==> config.mk <==
export PLATFORM = sky130hd
export DESIGN_NAME = fifo_burst_reader
export DESIGN_NICKNAME = d
export VERILOG_FILES = /design/src/rtl/fifo_burst_reader.sv
export SDC_FILE = /design/constraint.sdc
export NUM_CORES = 1
export LEC_CHECK = 0
export BUFFER_PORTS_ARGS = -buffer_cell sky130_fd_sc_hd__buf_2
export CORE_ASPECT_RATIO = 0.8
export CORE_MARGIN = 2
export CORE_UTILIZATION = 50
export DETAILED_ROUTE_END_ITERATION = 8
export HOLD_SLACK_MARGIN = 0.08
export PLACE_DENSITY = 0.74
export SLEW_MARGIN = 40
export SYNTH_ARGS = -nofsm -noshare
export SYNTH_HDL_FRONTEND = slang
export SYNTH_SLANG_ARGS = --single-unit
==> constraint.sdc <==
create_clock -name Read_clock___i -period 4.1 [get_ports Read_clock___i]
set_input_delay 0.205 -clock Read_clock___i [delete_from_list [all_inputs] [get_ports Read_clock___i]]
set_output_delay 0.205 -clock Read_clock___i [all_outputs]
set_load 0.01 [all_outputs]
==> src/rtl/fifo_burst_reader.sv <==
// Burst-mode consumer for the read side of an almost-full/almost-empty FIFO.
// Issues FIFO reads in bursts and presents them on a valid/ready stream with a last marker.
module fifo_burst_reader #(
    parameter int DATA_WIDTH    = 32,
    parameter int BURST_LEN     = 4,
    parameter int TIMEOUT_WIDTH = 8
) (
    input  logic                     Read_clock___i,
    input  logic                     rst_async_la_i,
    input  logic                     enable_i,
    input  logic [TIMEOUT_WIDTH-1:0] timeout_i,
    input  logic                     fifo_empty_i,
    input  logic                     fifo_almost_empty_i,
    input  logic [DATA_WIDTH-1:0]    fifo_data_i,
    output logic                     fifo_rd_en_o,
    output logic [DATA_WIDTH-1:0]    m_data_o,
    output logic                     m_valid_o,
    output logic                     m_last_o,
    input  logic                     m_ready_i,
    output logic                     busy_o
);
    localparam int               CNT_W       = $clog2(BURST_LEN + 1);
    localparam logic [CNT_W-1:0] BURST_LEN_C = CNT_W'(BURST_LEN);

    localparam logic [1:0] S_IDLE  = 2'd0;
    localparam logic [1:0] S_WAIT  = 2'd1;
    localparam logic [1:0] S_BURST = 2'd2;

    logic [1:0]               r_state;
    logic                     r_partial;
    logic [CNT_W-1:0]         r_rem;
    logic [CNT_W-1:0]         r_issued;
    logic [TIMEOUT_WIDTH-1:0] r_timer;
    logic                     r_inflight;
    logic                     r_inflight_final;
    logic [1:0]               r_occ;
    logic [DATA_WIDTH-1:0]    r_head_data;
    logic [DATA_WIDTH-1:0]    r_tail_data;
    logic                     r_head_last;
    logic                     r_tail_last;

    logic       w_pop;
    logic       w_cap_last;
    logic       w_timeout_hit;
    logic [2:0] w_pending;

    assign w_pop         = m_valid_o & m_ready_i;
    assign w_pending     = {1'b0, r_occ} + {2'b00, r_inflight} - {2'b00, w_pop};
    assign w_timeout_hit = (timeout_i != '0) && (r_timer == timeout_i - TIMEOUT_WIDTH'(1));

    // A read is only issued when the buffer is guaranteed a free slot for it next cycle.
    assign fifo_rd_en_o = (r_state == S_BURST) & ~fifo_empty_i & (r_issued < r_rem)
                        & (w_pending < 3'd2);

    // Partial bursts also end on the word that leaves the FIFO empty.
    assign w_cap_last = r_inflight_final | (r_partial & fifo_empty_i);

    assign m_valid_o = (r_occ != 2'd0);
    assign m_data_o  = r_head_data;
    assign m_last_o  = r_head_last;
    assign busy_o    = (r_state != S_IDLE) | m_valid_o;

    // NOTE: sequential state uses non-blocking assignments so every register samples pre-edge values.
    always_ff @(posedge Read_clock___i or negedge rst_async_la_i) begin
        if (!rst_async_la_i) begin
            r_state   <= S_IDLE;
            r_partial <= 1'b0;
            r_rem     <= '0;
            r_issued  <= '0;
            r_timer   <= '0;
        end else begin
            case (r_state)
                S_IDLE: begin
                    if (enable_i && !fifo_empty_i) begin
                        r_state <= S_WAIT;
                        r_timer <= '0;
                    end
                end
                S_WAIT: begin
                    if (!fifo_almost_empty_i) begin
                        r_state   <= S_BURST;
                        r_partial <= 1'b0;
                        r_rem     <= BURST_LEN_C;
                        r_issued  <= '0;
                    end else if (w_timeout_hit) begin
                        r_state   <= S_BURST;
                        r_partial <= 1'b1;
                        r_rem     <= BURST_LEN_C;
                        r_issued  <= '0;
                    end else if (r_timer != '1) begin
                        r_timer <= r_timer + TIMEOUT_WIDTH'(1);
                    end
                end
                S_BURST: begin
                    if (fifo_rd_en_o) begin
                        r_issued <= r_issued + CNT_W'(1);
                    end
                    if (r_inflight && w_cap_last) begin
                        r_state <= S_IDLE;
                    end
                end
                default: r_state <= S_IDLE;
            endcase
        end
    end

    // NOTE: the two buffer entries are plain registers, so they are reset too; stream data reads 0 out of reset.
    always_ff @(posedge Read_clock___i or negedge rst_async_la_i) begin
        if (!rst_async_la_i) begin
            r_inflight       <= 1'b0;
            r_inflight_final <= 1'b0;
            r_occ            <= 2'd0;
            r_head_data      <= '0;
            r_tail_data      <= '0;
            r_head_last      <= 1'b0;
            r_tail_last      <= 1'b0;
        end else begin
            r_inflight <= fifo_rd_en_o;
            if (fifo_rd_en_o) begin
                r_inflight_final <= (r_issued + CNT_W'(1) == r_rem);
            end
            case ({r_inflight, w_pop})
                2'b10: begin
                    if (r_occ == 2'd0) begin
                        r_head_data <= fifo_data_i;
                        r_head_last <= w_cap_last;
                    end else begin
                        r_tail_data <= fifo_data_i;
                        r_tail_last <= w_cap_last;
                    end
                    r_occ <= r_occ + 2'd1;
                end
                2'b01: begin
                    r_head_data <= r_tail_data;
                    r_head_last <= r_tail_last;
                    r_occ       <= r_occ - 2'd1;
                end
                2'b11: begin
                    if (r_occ == 2'd1) begin
                        r_head_data <= fifo_data_i;
                        r_head_last <= w_cap_last;
                    end else begin
                        r_head_data <= r_tail_data;
                        r_head_last <= r_tail_last;
                        r_tail_data <= fifo_data_i;
                        r_tail_last <= w_cap_last;
                    end
                end
                default: ;
            endcase
        end
    end

endmodule
**Word level (Yosys, flattened, before mapping)**

Index checks and enable logic that the tools add are counted.

- Flip-flop bits (word level): 87
- Bits of input ports: 46
- Output and inout port bits: 36
- Logic and storage cells: 100

- Add/sub/neg operators: 7
- Magnitude comparators: 2
- Equal/unequal tests: 20
- Multiplexer cells: 31
- Bitwise logic cells: 8
- Reductions and logical operators: 20

Operators with widths:

| kind | count |
|---|---|
| 32-bit two-way mux | 4 |
| 32-bit one-hot mux with 3 select lines | 1 |
| 32-bit one-hot mux with 2 select lines | 1 |
| 8-bit two-way mux | 4 |
| 2-bit inequality test (second input constant) | 8 |
| 8-bit one-hot mux with 2 select lines | 1 |
| 3-bit two-way mux | 5 |
| 2-bit nonzero test | 6 |
| 3-bit AND reduction | 3 |
| 8-bit by 1-bit adder with 8-bit output (second input constant) | 1 |
| 8-bit equality test | 1 |
| 2-bit two-way mux | 4 |
| 8-bit inequality test (second input constant) | 1 |
| 8-bit nonzero test | 1 |
| 8-bit by 1-bit subtractor with 8-bit output (second input constant) | 1 |
| 2-bit by 1-bit equality test with 1-bit output (second input constant) | 3 |
| 2-bit equality test (second input constant) | 3 |
| 1-bit two-way mux | 6 |
| 2-bit one-hot mux with 3 select lines | 1 |
| 3-bit one-hot mux with 2 select lines | 1 |
| 1-bit AND | 5 |
| 5-bit AND reduction | 1 |
| 2-bit logical NOT | 2 |
| 2-bit by 1-bit inequality test with 1-bit output (second input constant) | 2 |
| 18 further kinds | 22 |

**Logic depth before layout (Yosys ltp)**

Gate-level depths: netlist (run 1).

- Word-level depth: 7
- Mapped depth: 13
- Gate-level depth less buffers: 13

**Least setup slack after synthesis (run 1)**

Ideal clock, no wire load.

- Path kind: register to register
- Start point: register r_occ[1]
- End point: register r_issued[1]
- Setup time: 0.064 ns
- Arrival: 2.555 ns
- Data required time: 4.036 ns
- Setup slack: 1.481 ns
- Stages on the path, launching flop included: 14
- Buffers on the path: 0
- Clock period less this slack: 2.619 ns
- Cells stage by stage: dfrtp_1 inv_1 ha_1 inv_1 nand2_1 inv_1 ha_1 nor2_1 fa_1 nor4b_1 nand3_1 inv_1 and4b_1 a31o_2

- Cells in the longest elaborated chain, start to end: 7
- Elaborated cells between the ends (all ways): 8
- Those cells by class: add/sub: 2; order compare: 1; eq/ne: 1; bitwise: 2; reduce/logical: 2

RTL lines:

| what | line | text |
|---|---|---|
| start: declaration | 36 | `logic [1:0] r_occ;` |
| start signal: assignment | 131 | `r_occ <= r_occ + 2'd1;` |
| start signal: assignment | 136 | `r_occ <= r_occ - 2'd1;` |
| 2-bit nonzero test | 58 | `assign m_valid_o = (r_occ != 2'd0);` |
| net m_valid_o | 17 | `output logic m_valid_o,` |
| 1-bit AND | 47 | `assign w_pop = m_valid_o & m_ready_i;` |
| 3-bit by 1-bit subtractor with 3-bit output | 48 | `assign w_pending = {1'b0, r_occ} + {2'b00, r_inflight} - {2'b00, w_pop};` |
| 3-bit by 2-bit < comparator with 1-bit output | 53 | `& (w_pending < 3'd2);` |
| 1-bit AND | 53 |  |
| net fifo_rd_en_o | 15 | `output logic fifo_rd_en_o,` |
| 2-bit inequality test (no line) | - |  |
| 3-bit AND reduction (no line) | - |  |
| end signal: assignment | 96 | `r_issued <= r_issued + CNT_W'(1);` |
| end: declaration | 32 | `logic [CNT_W-1:0] r_issued;` |

The timed path passes the listed nets, and every way through them passes these cells.
A chain may end at the register's enable or synchronous reset.

**Final worst setup path (run 1)**

- Start point: register r_occ[1]
- End point: output port fifo_rd_en_o

- Cells in the longest elaborated chain, start to end: 5
- Elaborated cells between the ends (all ways): 6
- Those cells by class: add/sub: 2; order compare: 1; bitwise: 2; reduce/logical: 1

RTL lines:

| what | line |
|---|---|
| branches (longest 2 deep; another with 2-bit by 1-bit adder with 3-bit output) | - |
| 3-bit by 1-bit subtractor with 3-bit output (*) | 48 |
| 3-bit by 2-bit < comparator with 1-bit output (*) | 53 |
| 1-bit AND (*) | 53 |
| end: declaration | 15 |

Every way passes the cells marked *.

==> results of run 1 <==
## final cells by class
cell class              instances  area, sq um
inverters                      12        45.04
flip-flops and latches         85         2127
clock buffers                  10        127.6
clock inverters                 6        87.58
repair buffers                 87        462.9
multi-input cells             259         1887
fillers                       679         3074
well taps                     108        135.1
## repair_timing
item / CTS / global route
hold buffers: 1 / 0
buffers inserted: 0 / 0
endpoints found under the hold margin: 42 / 0
## layer usage
layer | GRT usage, % | up-vias | wire length [microns]
li1 | - | 1509 | -
met1 | 27.64 | 1472 | 3974
met2 | 33.43 | 101 | 4252
met3 | 5.684 | 14 | 544
met4 | 7.030 | 0 | 159
met5 | 0 | - | 0
## cell usage in the layout, fill, tap and decap left out, drive strengths merged, types with 9 or more instances in the layout
| cell | n |
|---|---|
| a21oi | 9 |
| mux2 | 33 |
| o21ai | 40 |
| buf | 86 |
| inv | 12 |
| clkbuf | 10 |
| a22oi | 32 |
| nand2 | 44 |
| ha | 10 |
| dfrtp | 85 |
## where the power goes
group,internal [W],total (W),switching (W)
sequential,0.00117,0.00139,0.000212
clock,0.000344,0.000639,0.000296
combinational,0.000526,0.00115,0.000628
## worst paths after layout
| kind | cells past startpoint | slack, ns | from | endpoint |
|---|---|---|---|---|
| worst max-delay path | 12 | 0.80 | r_occ[1]$_DFFE_PN0P_ | fifo_rd_en_o |
| worst min-delay path | 2 | 0.10 | fifo_data_i[3] | r_tail_data[3]$_DFFE_PN0P_ |
| worst max register to register | 13 | 1.14 | r_occ[1]$_DFFE_PN0P_ | r_issued[1]$_DFFE_PN0P_ |
| worst min register to register | 2 | 0.48 | m_data_o[22]$_DFFE_PN0P_ | m_data_o[22]$_DFFE_PN0P_ |
| max in group asynchronous | 3 | 2.78 | rst_async_la_i | r_tail_data[21]$_DFFE_PN0P_ |
| min in group asynchronous | 2 | 0.37 | rst_async_la_i | m_data_o[1]$_DFFE_PN0P_ |
## registers in the layout, indices dropped and copies added, names as in the netlist
signal and flops:
m_data_o 32, m_last_o 1, r_inflight 1, r_inflight_final 1, r_issued 3, r_occ 2
r_partial 1, r_rem 1, r_state 2, r_tail_data 32, r_tail_last 1, r_timer 8
## critical path, stage by stage, from the launching register on
cell and delay (ns):
dfrtp_1 0.40, inv_1 0.13, ha_1 0.26, inv_1 0.09, nand2_1 0.10, inv_1 0.12, ha_1 0.29, nor2_1 0.12
fa_1 0.43, nor4b_1 0.29, nand3_1 0.21, inv_1 0.17, buf_2 0.15
## stage by stage
stage	utilization, %	cells	setup WS, ns	power (W)
global placement	58.29	549	1.364	0.002488
detailed placement	58.48	550	1.201	0.002568
CTS	61.31	567	0.7948	0.003215
global route	61.31	567	0.5063	0.003423
finish	61.31	567	0.7967	0.003179
floorplan	-	378	1.481	0.002129
## logic make-up after synthesis
family	synth area share, %
AO/OA/AOI/OAI	17.47
XOR/XNOR	2.765
adder cells (fa/ha/maj)	3.525
buffers and inverters	3.373
flip-flops	51.66
multiplexers	9.268
AND/OR/NAND/NOR	11.94
==> results.md, run 1 <==
- Final Cell Area: 0.004872 sq mm
- # DRC: 0
- Critical path start-end classification: flip-flop to primary output
- Net Count, Synth: approximately 440
- Max-slew violations: 0
- Die Y: 85.17 microns
- Slew @ Worst Pin: 0.6571 ns
- Yosys warning count: 0
- Via count: 3096
- CP arrival: roughly 3.1 ns
- Die width: 105.5 microns
- # diodes: 0
- GRT Util Overall: 20.84%
- DIE AREA: 0.008982 sq mm
- CP Max Fanout: 5
- # rows: 29
- Core area: 0.007946 sq mm
- Sequential area share after synthesis: 51.66%
- CTS Root Buffer Type: clkbuf_8
- Yosys cell types: 46
- Post-route ant nets: 0
- Final net count: ~510
- Routed vias/inst: 5.460
- Pleak: 2.368 nW
- Max-slew headroom: 56.09%
- Dpl hpwl: 6.280 mm
- DR iter-0 viols: between 70 and 80
- Clock-pin slew on the worst setup and hold paths: 0.09 ns
- Total congestion overflow: 0
- Layout cell share with drive strength beyond 1: between 30% and 40%
- Top-count cell post-synth: dfrtp_1
- Max Root-Sink Buffers: 2
- Synthesized area: 0.004118 sq mm
- Clock sinks: 85
- Drt wl/cell: between 15 and 20 microns
- Area Overhead vs Synth: 18.32%
- Synth area leader: dfrtp_1
- DRT Pass-1 Iters: 5
- Startpoint Class: flip-flop
- Maximum clock frequency: between 300 and 400 MHz
- Post-DP Area: between 0.004 and 0.005 sq mm
- Initial Utilization: 51.82%
- # port buffers: 81
- Inserted Clock Buffers: 9
- Worst setup EP type: primary output
- Layout Skew: between 0.009 and 0.01 ns
- Post-layout min period: 3.303 ns
- Ports: 82
- Clk Latency, worst-skew pair: 0.35 ns
- WP data required: 3.89 ns
- Top cells by area, synth: dfrtp_1 52%, mux2_2 9.0%, a22oi_1 5.8%
- Routed WL: approximately 8.9 mm
- Setup TNS Final: 0 ns
- RSZ-0062 raised after global routing: false
- Synth Flop Type: dfrtp_1
- Final Setup Violations: 0
- Synth top area share: roughly half
- RD Place Congestion: 0.8205
- Synthesized area per cell: 10.89 sq um
- Htree depth: 3
- Top post-synthesis cells by count: 85 x dfrtp_1, 44 x nand2_1, 39 x o21ai_0
- Post-CTS Resized: 0
- Hold Crit Class: input pin to flip-flop
- P per Cell Area: ~650 mW/mm^2
- Final hold violation count: 0
- Flops & latches, synth: 85
- WHS: 0.1003 ns
- Vias in the first global route: 3150
- Worst vdd ir: 0.0004967 V
- Post-synth ARST share: 100.0%
- Post-synth EDFFs: 0
- CTS tree: done
- Final worst path period share: 80.57%
- Largest net degree at the start of global routing: 44
- Initial antenna violation count: 0
- Max-cap viol count: 0
- Post-synthesis cell count: between 300 and 400
- Status: complete, no violations
- First-pass GRT wire length: 14.83 mm
No activity file was read; power rests on OpenSTA's default activity.
==> run 2, diff against run 1 <==
Clock period 4.1 ns to 3.15 ns, I/O delays scaled along.
==> results.md, run 2 (same netlist as run 1, synthesis figures left out) <==
- GRT Util Overall: 21.19% (+0.35 points)
- Maximum clock frequency: 341.7 MHz
- Clock sinks: 85 (unchanged)
- CTS Root Buffer Type: clkbuf_8
- Status: complete, no violations
- WP data required: 2.99 ns (-0.90 ns)
- Area Overhead vs Synth: 26.62%
- RSZ-0062 raised after global routing: false
- # diodes: 0 (unchanged)
- Crit-path max cell delay: 0.44 ns (about the same)
- Reg2reg start: r_occ[1]$_DFFE_PN0P_
- Die Y: 85.17 microns (unchanged)
- P_sw: 0.001518 W (+34%)
- Post-route ant nets: 0 (unchanged)
- Dpl cells: 550 (unchanged)
- Critical path start-end classification: flip-flop to primary output
- Total congestion overflow: 0 (unchanged)
- Core area: 0.007946 sq mm (unchanged)
- Layout cell share with drive strength beyond 1: 30.43% (-1.2 points)
- Final Setup Violations: 0 (unchanged)
- Dpl hpwl: 5.784 mm (-7.9%)
- DR iter-0 viols: 136 (+74%)
- P per Cell Area: 794.9 mW/mm^2 (+22%)
- Pleak: 2.494 nW (+5.3%)
- Final net count: 545 (+6.7%)
- Clock-pin slew on the worst setup and hold paths: 0.08 ns (about the same)
- Finished Layout Cells: 601 (+6.0%)
- Power Internal: 0.002626 W (+29%)
- DIE AREA: 0.008982 sq mm (unchanged)
- CTS tree: done
- Beginning of the worst hold path: enable_i
- Max-cap viol count: 0 (unchanged)
- Most common cell after layout, fill and taps aside: dfrtp_1
- Worst vdd ir: 0.0005964 V (+20%)
- Post-layout min period: about 3 ns
- Final hold violation count: 0 (unchanged)
- Fillers: 614 (-9.6%)
- Die width: 105.5 microns (unchanged)
- # port buffers: 81 (unchanged)
- Max-slew headroom: 55.02% (-1.1 points)
- Drt wl/cell: 14.93 microns (-5.2%)
- Sequential Power Share: 43.5% (about the same)
- Switch share: 36.64% (+0.91 points)
- Layout Skew: 0.005970 ns (-0.003392 ns)
- Via count: 3260 (+5.3%)
- Met2 Wirelength: 4.194 mm (-1.4%)
- Final worst path period share: 92.91%
- Largest net degree at the start of global routing: 86 (+95%)
- Met1 Wirelength: 4.242 mm (+6.7%)
- Critical Path Start: r_occ[1]$_DFFE_PN0P_
- Startpoint Class: flip-flop
- # rows: 29 (unchanged)
- Routed vias/inst: 5.424 (-0.66%)
- Hold Crit Class: input pin to flip-flop
- CP arrival: 2.77 ns (-0.33 ns)
- Initial Utilization: 51.82% (unchanged)
- First-pass GRT wire length: 15.16 mm (+2.2%)
- Met3 WL: 415 microns (-24%)
- Worst setup EP type: primary output
- Htree depth: 3 (unchanged)
- RD Place Congestion: 0.8208 (about the same)
- Routed WL: 8.970 mm (+0.44%)
- Inserted Clock Buffers: 9 (unchanged)
- Max Used Layer: met4
- Ports: 82 (unchanged)
- Vias in the first global route: 3268 (+3.7%)
- CP Max Fanout: 5 (unchanged)
- Most frequent cells in the layout: 85 x dfrtp_1, 80 x buf_2, 44 x nand2_1, 39 x o21ai_0, 34 x dlygate4sd3_1
- Slew @ Worst Pin: 0.6733 ns (+0.01612 ns)
- DRT Pass-1 Iters: 4 (-1)
- Setup TNS Final: 0 ns (unchanged)
- # DRC: 0 (unchanged)
- Comb power frac: 37.5% (+1.2 points)
- Max-slew violations: 0 (unchanged)
- Crit path max-delay cell type: fa_1
- Clock power share: 19.0% (-1.1 points)
- Initial antenna violation count: 0 (unchanged)
- Clk Latency, worst-skew pair: 0.35 ns (about the same)
- Max Root-Sink Buffers: 2 (unchanged)
- Crit path cell chain: inv_2, ha_2, inv_1, nand2_1, inv_1, ha_1, nor2_1, fa_1, nor4b_2, nand3_1, inv_2, buf_2
==> run 2: changes by cell type in the layout (fill, tap and decap cells not counted), sizes merged <==
cell / before / now
clkinv: 4 / 1
dlygate4sd3: 1 / 34
bufinv: 2 / 1
clkbuf: 10 / 11
inv: 12 / 14
clkinvlp: 0 / 2
==> run 2: worst max-delay path: cells and delay by family (launching register included) <==
kind,cells,cell delay [ns]
adder cells (fa/ha/maj),3,0.95
buffers and inverters,5,0.49
flip-flops,1,0.42
AND/OR/NAND/NOR,4,0.56
==> run 2: what timing repair did <==
item / CTS / global route
endpoints found under the hold margin: 118 / 0
pin swaps: 1 / 1
resized for setup: 1 / 3
setup endpoints to repair: 1 / 1
hold buffers: 34 / 0
buffers inserted: 1 / 0
==> run 2: final timing paths <==
check / to / slack, ns / cells past startpoint
max: fifo_rd_en_o / 0.22 / 12
min: r_state[0]$_DFFE_PN0P_ / 0.11 / 3
max reg2reg: r_issued[1]$_DFFE_PN0P_ / 0.47 / 12
min reg2reg: m_data_o[25]$_DFFE_PN0P_ / 0.48 / 2
max in group asynchronous: r_tail_data[27]$_DFFE_PN0P_ / 2.29 / 2
min in group asynchronous: r_inflight$_DFF_PN0_ / 0.39 / 2
==> run 2: power by group through the flow <==
stage	clock, W	combinational [W]	sequential (W)
finish	0.000788	0.00155	0.00180
global route	0.000852	0.00174	0.00186
CTS	0.000806	0.00156	0.00180
detailed placement	0	0.00152	0.00182
global placement	0	0.00146	0.00179
floorplan	0	0.000934	0.00184
==> run 2: final cells by class <==
cell class,count,area [sq um],share of cell area (%)
tap,108,135.1,2.592
timing repair buffer,121,812.0,15.57
clock inverter,6,71.32,1.368
sequential,85,2127,40.80
multi-input combinational,259,1896,36.36
inverter,12,45.04,0.8639
clock buffer,10,127.6,2.448
==> run 2: layer usage <==
| metal | global-route usage [%] | up-vias |
|---|---|---|
| li1 | - | 1587 |
| met1 | 28.38 | 1585 |
| met2 | 34.43 | 76 |
| met3 | 4.992 | 12 |
| met4 | 6.788 | 0 |
| met5 | 0 | - |
==> run 2: stage by stage <==
step	area, sq um	total power (W)	hold slack [ns]	util (%)	worst slack, ns
final	5214	0.004144	0.1137	65.61	0.2235
after detailed placement	4656	0.003333	0.2696	58.59	0.3100
after global placement	4652	0.003258	0.4059	58.54	0.4095
after CTS	5205	0.004161	0.08679	65.50	0.07914
after floorplan	4118	0.002771	-0.1381	-	0.5311
after global routing	5214	0.004445	0.1216	65.61	0.04405
==> run 3, diff against run 2 <==
Settings changed: CORE_ASPECT_RATIO 0.8 to default.
==> results.md, run 3 (same netlist as run 1, synthesis figures left out) <==
- Slew @ Worst Pin: 0.6659 ns (-0.007333 ns)
- Die Y: 94.75 microns (+11%)
- CP arrival: 2.82 ns (+0.05 ns)
- Max-cap viol count: 0 (unchanged)
- CTS tree: done
- Via count: 3316 (+1.7%)
- # DRC: 0 (unchanged)
- Total congestion overflow: 0 (unchanged)
- Routed WL: 9.282 mm (+3.5%)
- Die width: 94.75 microns (-10%)
- DR iter-0 viols: 165 (+21%)
- Register area: 0.002127 sq mm (unchanged)
- Clk Latency, worst-skew pair: 0.35 ns (about the same)
- Final Setup Violations: 0 (unchanged)
- # rows: 33 (+14%)
- Area of the multi-input gates: 0.001906 sq mm (+0.53%)
- DIE AREA: 0.008978 sq mm (about the same)
- Status: complete, no violations
- Drt wl/cell: 15.50 microns (+3.8%)
- Fillers: 656 (+6.8%)
- CP Max Fanout: 5 (unchanged)
- Initial Utilization: 50.88% (-0.94 points)
- Final hold violation count: 0 (unchanged)
- Hold Crit Class: input pin to flip-flop
- DRT Pass-1 Iters: 5 (+1)
- Routed vias/inst: 5.536 (+2.1%)
- WP data required: 2.99 ns (about the same)
- Critical path start-end classification: flip-flop to primary output
- Clock-pin slew on the worst setup and hold paths: 0.09 ns (about the same)
- Initial antenna violation count: 0 (unchanged)
- GRT Util Overall: 21.94% (+0.75 points)
- Area Overhead vs Synth: 27.44%
- Final worst path period share: 94.64% (+1.7 points)
- Beginning of the worst hold path: enable_i
- Max-slew violations: 0 (unchanged)
- Clock sinks: 85 (unchanged)
- RD Place Congestion: 0.7568 (-7.8%)
- Layout cell share with drive strength beyond 1: 30.97% (+0.55 points)
- Post-route ant nets: 0 (unchanged)
- Maximum clock frequency: 335.4 MHz (-1.8%)
- Max-slew headroom: 55.60% (+0.59 points)
- Layout Skew: 0.01495 ns (+0.008977 ns)
- Pleak: 2.514 nW (+0.80%)
- Final core occ: 64.84% (-0.77 points)
- # port buffers: 81 (unchanged)
- Final net count: 546 (+0.18%)
- CTS Root Buffer Type: clkbuf_8
- Final Cell Area: 0.005248 sq mm (+0.65%)
- Setup TNS Final: 0 ns (unchanged)
- Ports: 82 (unchanged)
- Critical Path Start: r_occ[0]$_DFFE_PN0P_
- Worst setup EP type: primary output
- Most frequent cells in the layout: 85 x dfrtp_1, 80 x buf_2, 44 x nand2_1, 39 x o21ai_0, 34 x dlygate4sd3_1
- Core area: 0.008093 sq mm (+1.8%)
- First-pass GRT wire length: 15.28 mm (+0.82%)
- Dpl hpwl: 5.989 mm (+3.5%)
- Most common cell after layout, fill and taps aside: dfrtp_1
- RSZ-0062 raised after global routing: false
- Post-DP Area: 0.004668 sq mm (+0.27%)
- Worst vdd ir: 0.0005532 V (-7.2%)
- Reg2reg start: r_occ[0]$_DFFE_PN0P_
- P per Cell Area: 805.1 mW/mm^2 (+1.3%)
- Largest net degree at the start of global routing: 67 (-22%)
- Startpoint Class: flip-flop
- # diodes: 0 (unchanged)
- Vias in the first global route: 3322 (+1.7%)
- WHS: 0.1052 ns (-0.008513 ns)
- Max Root-Sink Buffers: 2 (unchanged)
- Inserted Clock Buffers: 9 (unchanged)
- Post-layout min period: 2.981 ns (+0.05477 ns)
- Htree depth: 3 (unchanged)
-- run 3: cell types whose count changed in the layout (fill, tap and decap cells not counted), sizes merged --
cell | before | now
clkinvlp | 2 | 1
buf | 86 | 88
inv | 14 | 15
clkbuf | 11 | 10
-- run 3: through the flow --
step | setup WS [ns] | std cells | power [W]
floorplan | 0.5311 | 378 | 0.002771
global placement | 0.3930 | 548 | 0.003265
detailed placement | 0.2223 | 548 | 0.003352
CTS | 0.02478 | 599 | 0.004217
global route | 0.04317 | 599 | 0.004534
finish | 0.1687 | 599 | 0.004225
-- run 3: repair_timing --
action / CTS / global route
pin swaps: 1 / 1
resized for setup: 2 / 4
hold buffers: 34 / 0
endpoints found under the hold margin: 118 / 0
buffers inserted: 1 / 0
endpoints found under the setup margin: 1 / 1
-- run 3: area by class of cell --
type	count	share of cell area [%]
flip-flops and latches	85	40.53
multi-input cells	259	36.31
repair buffers	122	15.74
clock buffers	10	2.623
well taps	105	2.504
clock inverters	6	1.431
inverters	12	0.8584
-- run 3: routing by layer --
layer | vias up | global-route usage [%] | routed length [microns]
met5 | - | 0 | 0
met4 | 0 | 7.005 | 116
met3 | 15 | 5.028 | 505
met2 | 100 | 37.53 | 4710
met1 | 1622 | 27.68 | 3950
li1 | 1579 | - | -
-- run 3: worst max-delay path, stage by stage, from the launching register on --
cell,delay [ns]
dfrtp_1,0.42
inv_1,0.14
ha_4,0.17
inv_1,0.06
nand2_1,0.10
inv_2,0.08
ha_1,0.29
nor2_1,0.14
fa_1,0.44
nor4b_2,0.23
nand3_1,0.16
inv_2,0.12
buf_2,0.13
-- run 3: power by group --
group | switching (W) | internal (W)
sequential | 0.000277 | 0.00153
clock | 0.000421 | 0.000401
combinational | 0.000852 | 0.000746
total | 0.00155 | 0.00267
-- run 3: path summary, 6_finish.rpt --
kind,to,slack (ns),cells past startpoint
min in group asynchronous,r_rem[2]$_DFFE_PN0P_,0.37,3
max in group asynchronous,m_data_o[31]$_DFFE_PN0P_,2.22,3
worst min register to register,m_data_o[0]$_DFFE_PN0P_,0.48,2
worst max register to register,r_issued[1]$_DFFE_PN0P_,0.43,12
worst min-delay path,r_state[0]$_DFFE_PN0P_,0.11,3
worst max-delay path,fifo_rd_en_o,0.17,12
